File: config.mk
export PLATFORM = sky130hd
export DESIGN_NAME = axi_status_poller
export DESIGN_NICKNAME = d
export VERILOG_FILES = /design/src/rtl/axi_status_poller.sv
export SDC_FILE = /design/constraint.sdc
export NUM_CORES = 1
export LEC_CHECK = 0
export ABC_AREA = 1
export BUFFER_PORTS_ARGS = -buffer_cell sky130_fd_sc_hd__buf_2
export CAP_MARGIN = 20
export CORE_UTILIZATION = 40
export CTS_CLUSTER_SIZE = 24
export DETAILED_ROUTE_END_ITERATION = 16
export PLACE_DENSITY = 0.73
export SLEW_MARGIN = 10
export SYNTH_ARGS = -nofsm -noshare
export SYNTH_HDL_FRONTEND = slang
export SYNTH_SLANG_ARGS = --single-unit
File: constraint.sdc
create_clock -name clk -period 2.5 [get_ports clk]
set_input_delay 0.375 -clock clk [delete_from_list [all_inputs] [get_ports clk]]
set_output_delay 0.375 -clock clk [all_outputs]
set_load 0.02 [all_outputs]
File: src/rtl/axi_status_poller.sv
// Periodically reads a remote status word over AXI4-Lite and publishes the two link-up bits.
// Define POLL_CHANGE_COUNT_EN to add 16-bit counters of 0->1 transitions on each link-up bit.
module axi_status_poller #(
  parameter int unsigned POLL_CYCLES    = 1000,
  parameter logic [31:0] STATUS_ADDR    = 32'h0000_0000,
  parameter int unsigned TIMEOUT_CYCLES = 256
) (
  input  logic        clk,
  input  logic        resetn,
  output logic [31:0] M_AXI_ARADDR,
  output logic        M_AXI_ARVALID,
  output logic [2:0]  M_AXI_ARPROT,
  input  logic        M_AXI_ARREADY,
  input  logic [31:0] M_AXI_RDATA,
  input  logic [1:0]  M_AXI_RRESP,
  input  logic        M_AXI_RVALID,
  output logic        M_AXI_RREADY,
  output logic        M_AXI_AWVALID,
  output logic [31:0] M_AXI_AWADDR,
  output logic [2:0]  M_AXI_AWPROT,
  output logic        M_AXI_WVALID,
  output logic [31:0] M_AXI_WDATA,
  output logic [3:0]  M_AXI_WSTRB,
  output logic        M_AXI_BREADY,
  output logic        ss0_channel_up,
  output logic        ss1_channel_up,
  output logic        status_valid,
  output logic        status_change,
  output logic        read_error
`ifdef POLL_CHANGE_COUNT_EN
  ,
  output logic [15:0] ss0_up_count,
  output logic [15:0] ss1_up_count
`endif
);

  localparam int PW = $clog2(POLL_CYCLES + 1);
  localparam int TW = $clog2(TIMEOUT_CYCLES + 1);
  localparam logic [PW-1:0] POLL_LOAD = PW'(POLL_CYCLES);
  localparam logic [TW-1:0] TOUT_LAST = TW'(TIMEOUT_CYCLES - 1);

  typedef enum logic [1:0] {WAIT, ADDR, DATA} state_t;

  state_t        state, state_d;
  logic [PW-1:0] poll_cnt, poll_d;
  logic [TW-1:0] tout_cnt, tout_d;
  logic          accept, expired, good, change_d, err_d;

  // The write channels are never used; this block only ever reads.
  assign M_AXI_ARPROT  = 3'b000;
  assign M_AXI_AWVALID = 1'b0;
  assign M_AXI_AWADDR  = 32'h0;
  assign M_AXI_AWPROT  = 3'b000;
  assign M_AXI_WVALID  = 1'b0;
  assign M_AXI_WDATA   = 32'h0;
  assign M_AXI_WSTRB   = 4'h0;
  assign M_AXI_BREADY  = 1'b0;

  logic unused_rdata;
  assign unused_rdata = ^{M_AXI_RDATA[31:17], M_AXI_RDATA[15:1]};

  always_comb begin
    state_d = state;
    poll_d  = poll_cnt;
    tout_d  = tout_cnt;
    accept  = 1'b0;
    expired = 1'b0;
    unique case (state)
      WAIT: begin
        if (poll_cnt == '0) begin
          state_d = ADDR;
          tout_d  = '0;
        end else begin
          poll_d = poll_cnt - PW'(1);
        end
      end
      ADDR: begin
        if (M_AXI_ARVALID && M_AXI_ARREADY) begin
          state_d = DATA;
          tout_d  = '0;
        end else if (tout_cnt == TOUT_LAST) begin
          expired = 1'b1;
        end else begin
          tout_d = tout_cnt + TW'(1);
        end
      end
      DATA: begin
        if (M_AXI_RREADY && M_AXI_RVALID) begin
          accept = 1'b1;
        end else if (tout_cnt == TOUT_LAST) begin
          expired = 1'b1;
        end else begin
          tout_d = tout_cnt + TW'(1);
        end
      end
      default: state_d = WAIT;
    endcase
    // Completion or abort both restart the poll interval from a full count.
    if (accept || expired) begin
      state_d = WAIT;
      poll_d  = POLL_LOAD;
    end
    good     = accept && (M_AXI_RRESP == 2'b00);
    change_d = good && ({M_AXI_RDATA[16], M_AXI_RDATA[0]} != {ss1_channel_up, ss0_channel_up});
    err_d    = (accept && (M_AXI_RRESP != 2'b00)) || expired;
  end

  always_ff @(posedge clk) begin
    if (!resetn) begin
      state          <= WAIT;
      poll_cnt       <= POLL_LOAD;
      tout_cnt       <= '0;
      M_AXI_ARVALID  <= 1'b0;
      M_AXI_ARADDR   <= 32'h0;
      M_AXI_RREADY   <= 1'b0;
      ss0_channel_up <= 1'b0;
      ss1_channel_up <= 1'b0;
      status_valid   <= 1'b0;
      status_change  <= 1'b0;
      read_error     <= 1'b0;
    end else begin
      state          <= state_d;
      poll_cnt       <= poll_d;
      tout_cnt       <= tout_d;
      M_AXI_ARVALID  <= (state_d == ADDR);
      M_AXI_ARADDR   <= (state_d == ADDR) ? STATUS_ADDR : 32'h0;
      M_AXI_RREADY   <= (state_d == DATA);
      status_change  <= change_d;
      read_error     <= err_d;
      if (good) begin
        ss0_channel_up <= M_AXI_RDATA[0];
        ss1_channel_up <= M_AXI_RDATA[16];
        status_valid   <= 1'b1;
      end
    end
  end

`ifdef POLL_CHANGE_COUNT_EN
  always_ff @(posedge clk) begin
    if (!resetn) begin
      ss0_up_count <= 16'h0;
      ss1_up_count <= 16'h0;
    end else if (good) begin
      if (M_AXI_RDATA[0] && !ss0_channel_up)  ss0_up_count <= ss0_up_count + 16'h1;
      if (M_AXI_RDATA[16] && !ss1_channel_up) ss1_up_count <= ss1_up_count + 16'h1;
    end
  end
`endif

endmodule

### Word-level counts from Yosys, hierarchy flattened

Cells that the tools add are included.

* bits in registers: 28
* output and inout bits: 116
* word-level logic and storage cells: 52

* add/subtract/negate cells: 2
* equality and inequality tests: 8
* muxes and demuxes: 15
* bitwise operators: 2
* reductions and logical operators: 15

Operator list (number)
* 9-bit two-way mux: 4
* 9-bit one-hot mux with 3 select lines: 1
* 10-bit zero test: 1
* 10-bit by 1-bit subtractor with 10-bit output, second input constant: 1
* 9-bit by 1-bit adder with 9-bit output, second input constant: 1
* 9-bit by 8-bit equality test with 1-bit output, second input constant: 1
* 2-bit two-way mux: 3
* 2-bit one-hot mux with 3 select lines: 1
* 1-bit logical AND: 5
* 1-bit two-way mux: 5
* 2-bit by 1-bit equality test with 1-bit output, second input constant: 2
* 2-bit equality test, second input constant: 2
* 2-bit zero test: 2
* 2-bit != test, second input constant: 2
* 3-bit AND reduction: 1
* 3-bit nonzero test: 1
* 1-bit logical OR: 2
* 2-bit != test: 1
* 1-bit NOT: 2
* 1-bit one-hot mux with 2 select lines: 1
* 2-bit AND reduction: 1
* 2-bit nonzero test: 1
* 2-bit OR reduction: 1

### Logic depth before layout (Yosys ltp)

Gate-level depths: netlist of run 1.

* depth after elaboration: 7
* depth in mapped cells: 11

### Least setup slack after synthesis of run 1

Ideal clock, no wire load.

* path type: reg2reg
* start: register state[1]
* end: register M_AXI_ARVALID
* library setup time: 0.118 ns
* arrival: 1.298 ns
* setup slack: 1.084 ns
* cell stages (with the launch flop): 9
* cells stage by stage: dfxtp_1 inv_1 ha_1 a21boi_1 nand2_1 nor2_1 nor2_1 nand2_2 nor3_1

* cells in the longest elaborated chain, start to end: 5
* elaborated cells on any way between the ends: 11
* those cells by class: eq/ne: 3; mux: 6; reduce/logical: 2

RTL lines
* start, declared: RTL line 44 `state_t state, state_d;`
* start signal, assigned: RTL line 122 `state <= state_d;`
* 2-bit equality test / 2-bit by 1-bit equality test with 1-bit output (equally long branches): RTL line 68 `unique case (state)`
* 1-bit one-hot mux with 2 select lines / 1-bit two-way mux (equally long branches): RTL line 68
* 1-bit logical OR: RTL line 99 `if (accept || expired) begin`
* 2-bit two-way mux (*): RTL line 99
* 2-bit by 1-bit equality test with 1-bit output (*)
* end signal, assigned: RTL line 125 `M_AXI_ARVALID <= (state_d == ADDR);`
* end, declared: RTL line 11 `output logic M_AXI_ARVALID,`

Every way passes the cells marked *; elsewhere a longest branch is shown, timed or not.
A chain may end at the register's enable or synchronous reset.

### Worst setup path in the final report of run 1

* start: register poll_cnt[0]
* end: register tout_cnt[6]

* cells in the longest elaborated chain, start to end: 3

RTL lines
* start, declared: RTL line 45 `logic [PW-1:0] poll_cnt, poll_d;`
* start signal, assigned: RTL line 123 `poll_cnt <= poll_d;`
* 10-bit zero test: RTL line 70 `if (poll_cnt == '0) begin`
* 2-bit != test (no source line)
* 3-bit AND reduction (no source line)
* end signal, assigned: RTL line 124 `tout_cnt <= tout_d;`
* end, declared: RTL line 46 `logic [TW-1:0] tout_cnt, tout_d;`

Every way passes these cells.

==> flow_summary.yaml, run 1 <==
run_status:
  outcome: "finished clean"
logic_synthesis:
  avgSynthCellArea_um2: 7.02
  synthCells: 344
  synth_cell_types: 31
  synth_edf_count: 0
  yosysMostFrequentCell: "buf_4"
  ys_ff_latch: 28
  synth_commonest_cells: "109 x buf_4, 52 x nand2_1, 35 x nor2_1"
  synth-async-reset-ratio: 0
  synth_top_area_share: 0.339
  ys_seq_area_frac: 0.232
  ys_top_cells_by_area: "buf_4 34%, dfxtp_1 23%, nand2_1 8.1%"
  yosysTopAreaCell: "buf_4"
  synth_area_um2: 2410
  ys.flop_type: "dfxtp_1"
  synth_warnings: 0
sta:
  tns_ps: 0
  hold_violations: 0
  maxSlewViolCount: 0
  min_period_over_period: 0.763
  setup_violations: 0
  skew_ps: 8.09
  fmax_mhz: 525
  period_needed_ps: 1910
  rsz0062_at_grt: "no"
die:
  io_pins: 154
  dieArea_um2: 6350
  die_h_um: 79.7
  start_util: 0.425
  row_count: 27
  dieWidth_um: 79.7
  core_area_um2: 5680
setup_path:
  reg2regPathDepth: 10
  arrival_ps: 2120
  worst_ep_required_time_ps: 2720
  r2r_end: "tout_cnt[6]$_SDFFE_PN0P_"
  cp_max_fo: 21
  r2r_setup_slack_ps: 590
  r2r_start: "poll_cnt[0]$_SDFFE_PP0P_"
  crit_path_end_kind: "flip-flop"
  worstSetupPathType: "reg2reg"
  startpoint_type: "flip-flop"
power_and_ir_drop:
  vdd_drop_max_mv: 0.286
  leakage_nw: 1.15
  p_total_mw: 1.17
  powerDensity_nw_per_um2: 536
route:
  vias: 1685
  drc_errors: 0
  detail_route.vias_per_cell: 3.92
  wl_um: 3400
  wl_per_cell_um: 7.92
  ant_nets: 0
  drt_iter0_drc: 38
  dr.pass1.iters: 4
place:
  portBuffers: 14
  dp_hpwl_um: 2780
  place_congestion: 0.849
finish:
  fillers: 590
  finalNetCount: 404
  seq_area_um2: 561
  n_antenna_cell: 0
  syn2layout_area_growth_pct: -9.64
  multi_input_area_um2: 1260
  drive_gt1_frac: 0.103
cts:
  post_cts_resize_count: 0
  clk_path_buf_depth: 2
  clockRootBuffer: "clkbuf_8"
  postCtsSetupBuffers: 0
  clock_sinks: 28
  insertion_delay_ps: 280
  numCtsBuffers: 3
  clkTransAtPathRegs_ps: 100
  tritoncts: "yes"
  htreeDepth: 1
  holdBufCountCts: 0
grt:
  grt_busiest_layer: "met2"
  grt_start_max_net_pins: 22
  grt_pass1_vias: 1368
  antenna_found_initial: 0
  gr-usage-met3: 0.0160
  grt_pass1_wl_um: 5400
  grtUsageMet1: 0.118
  use_met2: 0.193
  grt_usage: 0.105
  grt-ovfl-total: 0
min_path:
  hp-start: "M_AXI_RDATA[16]"
  hold_depth: 3
  hold_class: "in2reg"
  min_delay_worst_endpoint: "ss1_channel_up$_SDFFE_PN0P_"
run:
  max-cap-violations: 0
## stage by stage
| step | util | instances | setup slack (ps) | hold WS, ps | cell area [um^2] |
|---|---|---|---|---|---|
| after floorplan | - | 452 | 1080 | 428 | 2820 |
| after global placement | 0.375 | 426 | 641 | 440 | 2130 |
| after global routing | 0.384 | 430 | 365 | 351 | 2180 |
| final | 0.384 | 430 | 594 | 344 | 2180 |
| after CTS | 0.384 | 430 | 589 | 341 | 2180 |
| after detailed placement | 0.375 | 426 | 609 | 444 | 2130 |
## where the power goes
part	leakage (nW)	internal [mW]	switching (mW)	total (mW)
clock network	0.0288	0.141	0.147	0.289
logic	0.892	0.0842	0.280	0.364
registers	0.228	0.483	0.0334	0.516
## layer usage
layer / routed length [um] / part of all wire
met4: 55 / 0.016
met2: 1670 / 0.49
met5: 0 / 0
met3: 205 / 0.060
met1: 1470 / 0.43
## registers in the layout, indices dropped and copies added, names as in the netlist
name	cells
read_error	1
status_valid	1
poll_cnt	10
tout_cnt	9
M_AXI_RREADY	1
M_AXI_ARVALID	1
state	2
ss1_channel_up	1
ss0_channel_up	1
status_change	1
## placed cells by master, fill, tap and decap left out
cell / instances
ha_1: 7
or2_0: 1
nor2_2: 2
xor2_1: 4
a21boi_1: 1
o21ai_0: 6
inv_1: 28
or2_2: 1
nor3_1: 2
and2_1: 1
inv_2: 8
nor3_2: 1
a211oi_1: 1
conb_1: 109
nand2_1: 52
nor2_1: 35
xnor2_1: 4
clkbuf_8: 4
a31oi_1: 1
buf_4: 1
nor3b_1: 1
nand3_2: 2
o21bai_1: 1
nand4_1: 8
nand2_2: 3
nand3_1: 19
buf_2: 14
a21oi_1: 12
o21ai_2: 1
dfxtp_1: 28
## logic make-up after synthesis
group / synth area share
buf+inv: 0.412
fa+ha+maj: 0.0363
compound gates: 0.0529
simple gates: 0.236
xor+xnor: 0.0290
flops: 0.232
other cells: 0.00155
## worst max-delay path, cell delays in order, from the launching register on
cell	delay, ps
dfxtp_1	340
inv_1	170
ha_1	170
inv_1	40
nor2_2	110
nand3_2	90
nand2_2	320
nand2_1	230
nor2_1	180
nand2_1	70
a21oi_1	110
## worst max path at each step
stage	from	endpoint	slack [ps]	cells past startpoint
floorplan	state[1]$_SDFF_PN0_	M_AXI_ARVALID$_SDFF_PN0_	1080	8
global placement	poll_cnt[0]$_SDFFE_PP0P_	tout_cnt[6]$_SDFFE_PN0P_	640	10
detailed placement	poll_cnt[0]$_SDFFE_PP0P_	tout_cnt[6]$_SDFFE_PN0P_	610	10
CTS	poll_cnt[0]$_SDFFE_PP0P_	tout_cnt[6]$_SDFFE_PN0P_	590	10
global route	poll_cnt[0]$_SDFFE_PP0P_	tout_cnt[7]$_SDFFE_PN0P_	360	10
finish	poll_cnt[0]$_SDFFE_PP0P_	tout_cnt[6]$_SDFFE_PN0P_	590	10
## area by class of cell
| class | instances | area share |
|---|---|---|
| multi-input cells | 275 | 0.579 |
| repair buffers | 15 | 0.0356 |
| flip-flops and latches | 28 | 0.257 |
| well taps | 72 | 0.0413 |
| clock buffers | 4 | 0.0252 |
| inverters | 36 | 0.0619 |
No activity file was read; power rests on OpenSTA's default activity.
==> run 2, diff against run 1 <==
--- a/config.mk
+++ b/config.mk
@@ -5,13 +5,13 @@
 export SDC_FILE = /design/constraint.sdc
 export NUM_CORES = 1
 export LEC_CHECK = 0
-export ABC_AREA = 1
+export ABC_AREA = 0
 export BUFFER_PORTS_ARGS = -buffer_cell sky130_fd_sc_hd__buf_2
 export CAP_MARGIN = 20
 export CORE_UTILIZATION = 40
 export CTS_CLUSTER_SIZE = 24
 export DETAILED_ROUTE_END_ITERATION = 16
-export PLACE_DENSITY = 0.73
+export PLACE_DENSITY = 0.74
 export SLEW_MARGIN = 10
 export SYNTH_ARGS = -nofsm -noshare
 export SYNTH_HDL_FRONTEND = slang
==> constraint.sdc (replaced) <==
create_clock -name clk -period 1.9 [get_ports clk]
set_input_delay 0.285 -clock clk [delete_from_list [all_inputs] [get_ports clk]]
set_output_delay 0.285 -clock clk [all_outputs]
set_load 0.02 [all_outputs]
==> flow_summary.yaml, run 2 <==
place:
  dp_hpwl_um: 2770
  placed_cell_area_um2: 2170
  place_ws_ps: 58.7
  portBuffers: 14
  placedCellCount: 368
  place_congestion: 0.824
finish:
  final_cell_mix: "109 x conb_1, 26 x dfxtp_1, 19 x buf_4, 14 x buf_2"
  instances_no_fill: 372
  multi_input_area_um2: 1300
  fillers: 552
  drive_gt1_frac: 0.170
  seq_area_um2: 563
  n_antenna_cell: 0
  largest_register_ffs: 10
  reg_top3: "poll_cnt (10), tout_cnt (9), state (2)"
  stdcell_area_um2: 2240
  syn2layout_area_growth_pct: -2.24
  largest_register: "poll_cnt"
  finalNetCount: 346
  mostFrequentLayoutCell: "conb_1"
route:
  drc_errors: 0
  dr.pass1.iters: 4
  detail_route.vias_per_cell: 4.20
  drt_iter0_drc: 99
  wl_um: 3450
  vias: 1561
  wl_per_cell_um: 9.27
  ant_nets: 0
run:
  max-cap-violations: 0
logic_synthesis:
  synth_warnings: 0
  synthCells: 267
  avgSynthCellArea_um2: 8.59
  synth_commonest_cells: "109 x buf_4, 28 x dfxtp_1, 10 x nor2_1, 10 x nor3_1, 8 x nand2_1"
  ys_top_cells_by_area: "buf_4 36%, dfxtp_1 24%, ha_1 3.8%"
  ys_ff_latch: 28
  synth_top_area_share: 0.357
  yosysMostFrequentCell: "buf_4"
  ys.flop_type: "dfxtp_1"
  synth_area_um2: 2290
  synth-async-reset-ratio: 0
  ys_seq_area_frac: 0.244
  synth_cell_types: 50
  yosysTopAreaCell: "buf_4"
  synth_edf_count: 0
grt:
  grt_pass1_vias: 1336
  grt_start_max_net_pins: 16
  grt_usage: 0.113
  grt-ovfl-total: 0
  antenna_found_initial: 0
  grt_pass1_wl_um: 5750
cts:
  tritoncts: "yes"
  htreeDepth: 1
  clkTransAtPathRegs_ps: 100
  holdBufCountCts: 0
  clk_path_buf_depth: 2
  clockRootBuffer: "clkbuf_8"
  clock_sinks: 28
  insertion_delay_ps: 270
  numCtsBuffers: 3
die:
  dieArea_um2: 6040
  io_pins: 154
  start_util: 0.417
  row_count: 27
  dieWidth_um: 77.7
  die_h_um: 77.7
  core_area_um2: 5510
sta:
  setup_violations: 0
  skew_ps: 5.03
  maxSlewViolCount: 0
  fmax_mhz: 540
  period_needed_ps: 1850
  worst_slack_ps: 47.4
  rsz0062_at_grt: "yes"
  hold_violations: 0
  min_period_over_period: 0.975
power_and_ir_drop:
  p_seq_frac: 0.476
  clock_power_share: 0.284
  pwr-share-comb: 0.241
  p_sw_uw: 448
  powerDensity_nw_per_um2: 575
  vdd_drop_max_mv: 0.343
  switching_share: 0.347
  intPower_uw: 842
  leakage_nw: 1.10
min_path:
  hold_class: "in2reg"
setup_path:
  worstSetupPathType: "reg2reg"
  worst_ep_required_time_ps: 2120
  crit_path_end_kind: "flip-flop"
  arrival_ps: 2070
  cp_max_fo: 5
  startpoint_type: "flip-flop"
run_status:
  outcome: "finished clean"
run 2: cell types whose count changed after synthesis, sizes merged, moves of 6 or more:
cell,previous run,this run
nor2,37,10
inv,36,7
nand3,21,7
nand4,8,1
a21oi,12,6
nor3,3,10
nand2,55,8
run 2: logic make-up (layout without fill, tap and decap cells):
family          count (synthesis)  after routing  synth area share
compound gates                 46             46             0.165
xor+xnor                        5              5            0.0191
fa+ha+maj                       7              7            0.0382
buf+inv                       119             44             0.376
flops                          28             28             0.244
mux                             2              2           0.00872
other cells                     1            109           0.00163
simple gates                   59             59             0.147
run 2: layout make-up:
class / count / share of cell area
flip-flops and latches: 28 / 0.251
well taps: 72 / 0.0402
multi-input cells: 228 / 0.578
inverters: 7 / 0.0117
repair buffers: 33 / 0.0948
clock buffers: 4 / 0.0245
run 2: path summary, 6_finish.rpt:
kind	cells after the start	slack (ps)	endpoint	from
worst max-delay path	4	50	tout_cnt[1]$_SDFFE_PN0P_	poll_cnt[5]$_SDFFE_PP1P_
worst min-delay path	3	270	ss1_channel_up$_SDFFE_PN0P_	M_AXI_RDATA[16]
worst max register to register	4	50	tout_cnt[1]$_SDFFE_PN0P_	poll_cnt[5]$_SDFFE_PP1P_
worst min register to register	2	470	status_valid$_SDFFE_PN0P_	status_valid$_SDFFE_PN0P_
run 2: metrics by stage:
stage	TNS [ps]	hold slack (ps)	utilization	power, mW
after floorplan	0	432	-	1.05
after global placement	0	448	0.393	0.928
after detailed placement	0	455	0.393	0.932
after CTS	0	272	0.403	1.30
after global routing	-78.7	296	0.407	1.36
final	0	273	0.407	1.29
run 2: worst max-delay path, cell delays in order (launching register included):
cell     delay (ps)
dfxtp_1         320
or4_4           550
o31a_1          350
nor4b_4         360
a32o_1          210
run 2: power by group through the flow:
stage | Sequential [mW] | Clock, mW | Combinational (mW)
final | 0.613 | 0.366 | 0.310
after detailed placement | 0.627 | 0 | 0.304
after global routing | 0.616 | 0.408 | 0.339
after CTS | 0.614 | 0.384 | 0.305
after floorplan | 0.632 | 0 | 0.421
after global placement | 0.627 | 0 | 0.301
run 2: timing repair:
action | in CTS | in global routing
buffers inserted | 0 | 0
gates resized for setup | 0 | 6
setup endpoints to repair | 0 | 23
run 2: routing by layer:
metal  global-route usage  up-vias  wire (um)  part of all wire
met1                0.143      710       1550              0.45
li1                     -      789          -                 -
met2                0.207       62       1730              0.50
met4               0.0113        0          0                 0
met5                    0        -          0                 0
met3               0.0176        0        172             0.050
==> run 3, diff against run 2 <==
--- a/config.mk
+++ b/config.mk
@@ -8,11 +8,10 @@
 export ABC_AREA = 0
 export BUFFER_PORTS_ARGS = -buffer_cell sky130_fd_sc_hd__buf_2
 export CAP_MARGIN = 20
-export CORE_UTILIZATION = 40
+export CORE_UTILIZATION = 42
 export CTS_CLUSTER_SIZE = 24
 export DETAILED_ROUTE_END_ITERATION = 16
-export PLACE_DENSITY = 0.74
-export SLEW_MARGIN = 10
+export PLACE_DENSITY = 0.8
 export SYNTH_ARGS = -nofsm -noshare
 export SYNTH_HDL_FRONTEND = slang
 export SYNTH_SLANG_ARGS = --single-unit
==> flow_summary.yaml, run 3 (synthesis results as in run 2) <==
run_status:
  outcome: "finished clean"
sta:
  maxSlewViolCount: 0
  hold_violations: 0
  rsz0062_at_grt: "yes"
  min_period_over_period: 0.971
  setup_violations: 0
  period_needed_ps: 1840
  hold_slack_ps: 268
  fmax_mhz: 542
  skew_ps: 6.50
route:
  dr.pass1.iters: 4
  wl_per_cell_um: 9.64
  wl_um: 3560
  vias: 1624
  detail_route.vias_per_cell: 4.40
  drc_errors: 0
  ant_nets: 0
  drt_iter0_drc: 123
grt:
  grt_pass1_vias: 1330
  grt-ovfl-total: 0
  grt_pass1_wl_um: 5740
  antenna_found_initial: 0
  grt_usage: 0.119
  grt_start_max_net_pins: 17
min_path:
  hp-start: "M_AXI_RDATA[16]"
  hold_depth: 3
  hold_class: "in2reg"
setup_path:
  r2r_start: "poll_cnt[5]$_SDFFE_PP1P_"
  worstSetupStartpoint: "poll_cnt[5]$_SDFFE_PP1P_"
  cp_max_fo: 5
  crit_path_end_kind: "flip-flop"
  startpoint_type: "flip-flop"
  reg2regPathDepth: 4
  worstSetupPathType: "reg2reg"
  arrival_ps: 2070
  worst_ep_required_time_ps: 2130
cts:
  clock_sinks: 28
  htreeDepth: 1
  numCtsBuffers: 3
  tritoncts: "yes"
  insertion_delay_ps: 280
  clk_path_buf_depth: 2
  holdBufCountCts: 0
  clockRootBuffer: "clkbuf_8"
  clkTransAtPathRegs_ps: 100
power_and_ir_drop:
  p_total_mw: 1.40
  leakage_nw: 1.09
  switching_share: 0.327
  pwr-share-comb: 0.223
  p_sw_uw: 458
  intPower_uw: 942
  clock_power_share: 0.337
  p_seq_frac: 0.439
  powerDensity_nw_per_um2: 626
  vdd_drop_max_mv: 0.264
finish:
  final_cell_mix: "109 x conb_1, 25 x dfxtp_1, 18 x buf_4, 14 x buf_2"
  largest_register: "poll_cnt"
  largest_register_ffs: 10
  n_antenna_cell: 0
  postLayoutCoreUtil: 0.432
  mostFrequentLayoutCell: "conb_1"
  instances_no_fill: 369
  finalNetCount: 345
  syn2layout_area_growth_pct: -2.56
  reg_top3: "poll_cnt (10), tout_cnt (9), state (2)"
  drive_gt1_frac: 0.167
die:
  dieArea_um2: 5760
  core_area_um2: 5170
  start_util: 0.444
  row_count: 26
  die_h_um: 75.9
  io_pins: 154
  dieWidth_um: 75.9
place:
  dp_hpwl_um: 2840
  portBuffers: 14
  placedCellCount: 364
  place_congestion: 0.811
run:
  max-cap-violations: 0
==> run 3: cell types whose count changed in the layout (fill, tap and decap cells not counted), sizes merged <==
cell,before,now
buf,33,32
bufinv,0,1
clkbuf,4,3
==> run 3: critical path, stage by stage (launching register included) <==
cell and delay [ps]:
dfxtp_2 330, or4_4 540, o31a_1 360, nor4b_4 360, a32o_1 200
==> run 3: cell type report <==
type | instances | area [um^2]
clock inverter | 1 | 30.0
multi-input combinational | 228 | 1280
tap | 70 | 87.6
clock buffer | 3 | 41.3
inverter | 7 | 26.3
timing repair buffer | 32 | 205
sequential | 28 | 564
fill | 526 | 2940
==> run 3: what timing repair did <==
| item | in CTS | in global routing |
|---|---|---|
| resized for setup | 1 | 5 |
| setup buffers | 0 | 1 |
| pin swaps | 0 | 2 |
| endpoints found under the hold margin | 0 | 0 |
| setup endpoints to repair | 1 | 8 |
==> run 3: metal layers <==
| layer | GRT usage | wire (um) |
|---|---|---|
| met3 | 0.0313 | 205 |
| met2 | 0.211 | 1850 |
| met4 | 0.0308 | 21 |
| met1 | 0.142 | 1480 |
| met5 | 0 | 0 |
==> run 3: final timing paths <==
kind                                 endpoint  slack, ps
hold / removal    ss1_channel_up$_SDFFE_PN0P_        270
setup / recovery     tout_cnt[1]$_SDFFE_PN0P_         60
setup reg to reg     tout_cnt[1]$_SDFFE_PN0P_         60
hold reg to reg     status_valid$_SDFFE_PN0P_        480
==> run 3: power by group through the flow <==
| stage | clock [mW] | combinational [mW] | sequential, mW |
|---|---|---|---|
| after floorplan | 0 | 0.421 | 0.632 |
| after global placement | 0 | 0.303 | 0.627 |
| after detailed placement | 0 | 0.308 | 0.628 |
| after CTS | 0.480 | 0.308 | 0.614 |
| after global routing | 0.511 | 0.337 | 0.618 |
| final | 0.472 | 0.312 | 0.615 |
==> run 3: through the flow <==
step | TNS [ps] | worst slack [ps] | instance area, um^2
2_1_floorplan | 0 | 62.7 | 2700
3_3_place_gp | 0 | 53.5 | 2150
3_5_place_dp | 0 | 17.6 | 2150
4_1_cts | 0 | 22.3 | 2220
5_1_grt | -69.6 | -31.1 | 2240
6_report | 0 | 55.2 | 2240
